## src/rtl/decode_branch_if.sv

```systemverilog
// Fetch/execute-facing signal bundle for decode_branch. The decoder sits on the slave modport.
// DECODE_PERF_EN adds the perf_stall/perf_squash counter outputs.
interface decode_branch_if;
  logic [15:0] ins;
  logic        cell_zero;
  logic        ex_ready;
  logic        ex_retire;
  logic        ex_valid;
  logic [3:0]  ex_op;
  logic [7:0]  ex_imm;
  logic        branch_en;
  logic [15:0] branch_val;
  logic        stall;
  logic [32:0] fork_cxt;
  logic        illegal;
`ifdef DECODE_PERF_EN
  logic [15:0] perf_stall;
  logic [15:0] perf_squash;
`endif

  modport master (
    output ins, cell_zero, ex_ready, ex_retire,
    input  ex_valid, ex_op, ex_imm, branch_en, branch_val, stall, fork_cxt, illegal
`ifdef DECODE_PERF_EN
    , input perf_stall, perf_squash
`endif
  );

  modport slave (
    input  ins, cell_zero, ex_ready, ex_retire,
    output ex_valid, ex_op, ex_imm, branch_en, branch_val, stall, fork_cxt, illegal
`ifdef DECODE_PERF_EN
    , output perf_stall, perf_squash
`endif
  );
endinterface

```

## src/rtl/decode_branch.sv

```systemverilog
// Decode stage: resolves JZ/JNZ/FORK locally, issues data ops through a 1-entry register.
// Define DECODE_PERF_EN to add saturating stall/squash counters.
module decode_branch #(
  parameter int unsigned PEND_W = 3
) (
  input logic           clk,
  input logic           rst_n,
  decode_branch_if.slave bus
);

  localparam logic [3:0] OpAdd  = 4'h1;
  localparam logic [3:0] OpMov  = 4'h2;
  localparam logic [3:0] OpJz   = 4'h3;
  localparam logic [3:0] OpJnz  = 4'h4;
  localparam logic [3:0] OpOut  = 4'h5;
  localparam logic [3:0] OpIn   = 4'h6;
  localparam logic [3:0] OpFork = 4'h7;

  logic [3:0]        opcode;
  logic              is_jz, is_jnz, is_fork, is_data, is_cell_op, is_illegal;
  logic              active, pend_full, stall, take_branch, fork_valid, issue;
  logic              pend_inc, pend_dec;

  logic              squash_q, squash_d;
  logic              ex_valid_q, ex_valid_d;
  logic [3:0]        ex_op_q, ex_op_d;
  logic [7:0]        ex_imm_q, ex_imm_d;
  logic [PEND_W-1:0] pending_q, pending_d;
  logic [15:0]       thread_q, thread_d;
  logic              illegal_q, illegal_d;

  always_comb begin
    opcode     = bus.ins[15:12];
    is_jz      = (opcode == OpJz);
    is_jnz     = (opcode == OpJnz);
    is_fork    = (opcode == OpFork);
    is_cell_op = (opcode == OpAdd) || (opcode == OpMov) || (opcode == OpIn);
    is_data    = is_cell_op || (opcode == OpOut);
    is_illegal = opcode[3];
  end

  // A squashed slot is the one instruction fetch sent before it saw our redirect.
  assign active    = rst_n & ~squash_q;
  assign pend_full = &pending_q;

  always_comb begin
    stall = 1'b0;
    if (active) begin
      stall = ((is_jz || is_jnz) && (pending_q != '0)) ||
              (is_data && ex_valid_q && !bus.ex_ready) ||
              (is_cell_op && pend_full && !bus.ex_retire);
    end
  end

  assign take_branch = active & ~stall & ((is_jz & bus.cell_zero) | (is_jnz & ~bus.cell_zero));
  assign fork_valid  = active & is_fork;
  assign issue       = active & is_data & ~stall;

  assign pend_inc = issue & is_cell_op;
  assign pend_dec = bus.ex_retire & (pending_q != '0);

  always_comb begin
    squash_d   = take_branch | fork_valid;
    ex_valid_d = ex_valid_q;
    ex_op_d    = ex_op_q;
    ex_imm_d   = ex_imm_q;
    pending_d  = pending_q;
    thread_d   = thread_q;
    illegal_d  = illegal_q;
    if (issue) begin
      ex_valid_d = 1'b1;
      ex_op_d    = opcode;
      ex_imm_d   = bus.ins[7:0];
    end else if (bus.ex_ready) begin
      ex_valid_d = 1'b0;
    end
    unique case ({pend_inc, pend_dec})
      2'b10:   pending_d = pending_q + PEND_W'(1);
      2'b01:   pending_d = pending_q - PEND_W'(1);
      default: pending_d = pending_q;
    endcase
    if (fork_valid) thread_d = thread_q + 16'd1;
    if (active && is_illegal) illegal_d = 1'b1;
  end

  always_ff @(posedge clk) begin
    if (!rst_n) begin
      squash_q   <= 1'b0;
      ex_valid_q <= 1'b0;
      ex_op_q    <= 4'h0;
      ex_imm_q   <= 8'h00;
      pending_q  <= '0;
      thread_q   <= 16'h0000;
      illegal_q  <= 1'b0;
    end else begin
      squash_q   <= squash_d;
      ex_valid_q <= ex_valid_d;
      ex_op_q    <= ex_op_d;
      ex_imm_q   <= ex_imm_d;
      pending_q  <= pending_d;
      thread_q   <= thread_d;
      illegal_q  <= illegal_d;
    end
  end

  assign bus.ex_valid   = ex_valid_q;
  assign bus.ex_op      = ex_op_q;
  assign bus.ex_imm     = ex_imm_q;
  assign bus.branch_en  = take_branch;
  assign bus.branch_val = {4'h0, bus.ins[11:0]};
  assign bus.stall      = stall;
  assign bus.fork_cxt   = {fork_valid, thread_q, 4'h0, bus.ins[11:0]};
  assign bus.illegal    = illegal_q;

`ifdef DECODE_PERF_EN
  logic [15:0] perf_stall_q, perf_stall_d;
  logic [15:0] perf_squash_q, perf_squash_d;

  always_comb begin
    perf_stall_d  = perf_stall_q;
    perf_squash_d = perf_squash_q;
    if (stall && (perf_stall_q != 16'hFFFF)) perf_stall_d = perf_stall_q + 16'd1;
    if (squash_q && (perf_squash_q != 16'hFFFF)) perf_squash_d = perf_squash_q + 16'd1;
  end

  always_ff @(posedge clk) begin
    if (!rst_n) begin
      perf_stall_q  <= 16'h0000;
      perf_squash_q <= 16'h0000;
    end else begin
      perf_stall_q  <= perf_stall_d;
      perf_squash_q <= perf_squash_d;
    end
  end

  assign bus.perf_stall  = perf_stall_q;
  assign bus.perf_squash = perf_squash_q;
`endif

endmodule
```

## src/flat_wrapper.sv

```systemverilog
// flat-port wrapper written by rule: the top's interface ports become plain ports
module decode_branch_flat 
#(
  parameter int unsigned PEND_W = 3
)
  (clk, rst_n, bus_ins, bus_cell_zero, bus_ex_ready, bus_ex_retire, bus_ex_valid, bus_ex_op, bus_ex_imm, bus_branch_en, bus_branch_val, bus_stall, bus_fork_cxt, bus_illegal);
  decode_branch_if bus_i ();
  input logic clk;
  input logic rst_n;
  input wire logic [$bits(bus_i.ins)-1:0] bus_ins;
  input wire logic [$bits(bus_i.cell_zero)-1:0] bus_cell_zero;
  input wire logic [$bits(bus_i.ex_ready)-1:0] bus_ex_ready;
  input wire logic [$bits(bus_i.ex_retire)-1:0] bus_ex_retire;
  output wire logic [$bits(bus_i.ex_valid)-1:0] bus_ex_valid;
  output wire logic [$bits(bus_i.ex_op)-1:0] bus_ex_op;
  output wire logic [$bits(bus_i.ex_imm)-1:0] bus_ex_imm;
  output wire logic [$bits(bus_i.branch_en)-1:0] bus_branch_en;
  output wire logic [$bits(bus_i.branch_val)-1:0] bus_branch_val;
  output wire logic [$bits(bus_i.stall)-1:0] bus_stall;
  output wire logic [$bits(bus_i.fork_cxt)-1:0] bus_fork_cxt;
  output wire logic [$bits(bus_i.illegal)-1:0] bus_illegal;
  assign bus_i.ins = bus_ins;
  assign bus_i.cell_zero = bus_cell_zero;
  assign bus_i.ex_ready = bus_ex_ready;
  assign bus_i.ex_retire = bus_ex_retire;
  assign bus_ex_valid = bus_i.ex_valid;
  assign bus_ex_op = bus_i.ex_op;
  assign bus_ex_imm = bus_i.ex_imm;
  assign bus_branch_en = bus_i.branch_en;
  assign bus_branch_val = bus_i.branch_val;
  assign bus_stall = bus_i.stall;
  assign bus_fork_cxt = bus_i.fork_cxt;
  assign bus_illegal = bus_i.illegal;
  decode_branch #(.PEND_W(PEND_W)) u_core (.clk(clk), .rst_n(rst_n), .bus(bus_i));
endmodule
```

## config.mk

```make
export PLATFORM = sky130hd
export DESIGN_NAME = decode_branch_flat
export DESIGN_NICKNAME = d
export VERILOG_FILES = /design/src/rtl/decode_branch_if.sv /design/src/rtl/decode_branch.sv /design/src/flat_wrapper.sv
export SDC_FILE = /design/constraint.sdc
export NUM_CORES = 1
export LEC_CHECK = 0
export CAP_MARGIN = 30
export CORE_MARGIN = 2
export CORE_UTILIZATION = 38
export CTS_CLUSTER_DIAMETER = 120
export DETAILED_ROUTE_END_ITERATION = 7
export PLACE_DENSITY = 0.79
export SYNTH_ARGS = -nofsm -noshare
export SYNTH_HDL_FRONTEND = slang
export SYNTH_SLANG_ARGS = --single-unit
```

## constraint.sdc

```tcl
create_clock -name clk -period 2.6 [get_ports clk]
set_clock_uncertainty 0.05 [all_clocks]
set_input_delay 0.52 -clock clk [delete_from_list [all_inputs] [get_ports clk]]
set_output_delay 0.52 -clock clk [all_outputs]
set_load 0.1 [all_outputs]
```

==> results.json <==
{
  "status": "finished clean",
  "synthArstFlopShare_pct": 0,
  "via_per_inst": 4.69,
  "synth.area.top_cells": "dfxtp_1 35%, buf_4 13%, and2_1 5.1%",
  "setup_viol": 0,
  "cts_buffers": 5,
  "cts-root-buf": "clkbuf_8",
  "grt_pass1_wl_mm": 7.12,
  "syn_area_sq_mm": 0.00195,
  "fp.dieH_microns": 75.7,
  "p_leak_nw": 1.26,
  "worst-path-max-fanout": 4,
  "gp_congestion": 0.865,
  "syn_avg_cell_area_sq_um": 8.76,
  "vias": 1654,
  "power_per_cell_area_mw_per_mm2": 587,
  "multiInputGateArea_sq_mm": 0.00105,
  "maxSlewViolCount": 0,
  "layout.nets": 306,
  "fin_util_pct": 57.8,
  "cts_tree": "yes",
  "hold_class": "flip-flop to flip-flop",
  "drt_iter0_markers": 52,
  "irDropWorstVdd_v": 0.000402,
  "fillerInstances": 427,
  "synth-seq-area-share_pct": 34.8,
  "synthCells": 223,
  "synth_seq_cells": 34,
  "crit_type": "flip-flop to flip-flop",
  "syn2layout_area_growth_pct": 49.3,
  "seq_area_sq_um": 684,
  "rows": 26,
  "worst_setup_path_end_kind": "flip-flop",
  "synth_top_area_cell": "dfxtp_1",
  "crit_required_ps": 2780,
  "ys_warn_count": 0,
  "postLayoutCellArea_sq_mm": 0.00292,
  "crit_slowest_cell": "dfxtp_1",
  "ys_types": 43,
  "antenna_found_initial": 0,
  "initial_core_util_pct": 38.7,
  "grt_max_degree": 34,
  "cts_hold_buf": 0,
  "dr.pass1.iters": 4,
  "pin_count": 86,
  "port_buffers": 65,
  "ant_nets": 0,
  "rsz0062_at_grt": "false",
  "crit_chain": "nand4b_1, o22ai_2, nor3_4, a31oi_1, ha_2, inv_2, fa_2, xor2_2, or3_1, a21boi_1",
  "clock-sinks": 34,
  "drive_above_1_share_pct": 41.3,
  "chipWidth_microns": 75.7,
  "slowest_delay_ps": 380,
  "core_area_sq_mm": 0.00504,
  "clockBufferDepth": 2,
  "cts.clk_slew.worst_paths_ps": 80,
  "grt_pass1_vias": 1623,
  "clock_latency_ps": 290,
  "timing.final.crit_share_pct": 95.0,
  "routed_wl_mm": 4.48,
  "dieArea_sq_mm": 0.00573,
  "fmax_mhz": 405,
  "synth_top_cell_area_share_pct": 34.8,
  "detail_route.wl_per_cell_microns": 12.7,
  "grt_overflow": 0,
  "fin_crit_ps": 2470,
  "grt_usage_pct": 16.3,
  "startpoint_type": "flip-flop",
  "maxCapViolCount": 0,
  "final_hold_viol_count": 0,
  "synth_ff_type": "dfxtp_1",
  "antenna_cells": 0,
  "cts_max_level": 2,
  "arrival_ps": 2650,
  "drc": 0,
  "placed_area_sq_mm": 0.00269,
  "hpwl_mm": 3.22,
  "synth_edf_count": 0
}
path summary, 6_finish.rpt:
check | startpoint | endpoint | slack, ps | cells after the start
setup / recovery | u_core.pending_q[2] | u_core.pending_q[2] | 130 | 10
hold / removal | u_core.bus.ex_imm[4] | u_core.bus.ex_imm[4] | 410 | 2
setup reg to reg | u_core.pending_q[2] | u_core.pending_q[2] | 130 | 10
hold reg to reg | u_core.bus.ex_imm[4] | u_core.bus.ex_imm[4] | 410 | 2
worst max-delay path, delay by kind of cell, from the launching register on:
family,cells,cell delay (ps)
AOI/OAI and AO/OA,3,610
and+or+nand+nor,3,580
adders and majority gates,2,560
DFF,1,380
xor gates and xnor gates,1,190
buffers and inverters,1,40
routing by layer:
layer  share of wire, %  track usage, %
met5                  0               0
met4                1.9            7.60
met3                4.2            4.10
met2                 51            26.2
met1                 43            20.4
power by group:
| group | total (mW) | switching, mW | internal, mW |
|---|---|---|---|
| clock network | 0.594 | 0.210 | 0.384 |
| registers | 0.562 | 0.0183 | 0.544 |
| logic | 0.556 | 0.375 | 0.181 |
sequential cells by signal, summed over array words and instances (netlist names):
register	count
u_core.thread_q	16
u_core.bus.ex_imm	8
u_core.bus.ex_op	4
u_core.pending_q	3
u_core.bus.ex_valid	1
u_core.bus.illegal	1
u_core.squash_q	1
timing repair:
action | in CTS | in global routing
setup buffers | 3 | 1
endpoints found under the setup margin | 3 | 3
pin swaps | 11 | 12
resized for setup | 12 | 20
gates cloned | 0 | 0
cell usage in the layout, fill, tap and decap left out, types with 4 or more instances in the layout:
cell             synthesis  layout
buf_4                   35      52
dfxtp_1                 34      31
buf_12                   0      19
and2_1                  16      16
nand2_1                 16      14
o21ai_0                 14      14
clkdlybuf4s50_1          0      10
o21ai_2                  9       9
conb_1                   1       8
nor2_1                   9       7
xnor2_1                  7       7
xor2_1                   8       7
nor3_1                   8       6
inv_1                    6       5
nand3_1                  5       5
clkbuf_8                 0       5
nor2b_1                  4       4
nand4_1                  4       4
kinds of logic (layout without fill, tap and decap cells):
logic type	count (synthesis)	count (layout)	synth area share, %
simple gates	83	83	25.3
buf+inv	49	102	17.1
compound gates	37	37	13.0
flops	34	34	34.8
xor+xnor	15	15	6.73
fa+ha+maj	3	3	2.31
other cells	1	8	0.192
mux	1	1	0.513
area by class of cell:
class	count	share of cell area [%]
multi-input combinational	147	36.0
timing repair buffer	88	32.1
sequential	34	23.5
tap	70	3.00
clock buffer	5	2.36
clock inverter	3	2.36
inverter	6	0.773
cells in the mapped netlist (5+ instances only):
library cell	count
nand2_1	16
nor3_1	8
xnor2_1	7
buf_4	35
inv_1	6
and2_1	16
o21ai_2	9
dfxtp_1	34
nor2_1	9
o21ai_0	14
xor2_1	8
nand3_1	5
metrics by stage:
stage,TNS (ps),setup WS [ps],std cells,power (mW),hold slack [ps]
2_1_floorplan,-160,-89.6,230,1.02,438
3_3_place_gp,-567,-328,341,1.09,398
3_5_place_dp,-891,-449,341,1.10,402
4_1_cts,0,53.2,352,1.71,412
5_1_grt,0,5.10,353,1.79,427
6_report,0,131,353,1.71,410
(Power assumes the default switching activity.)
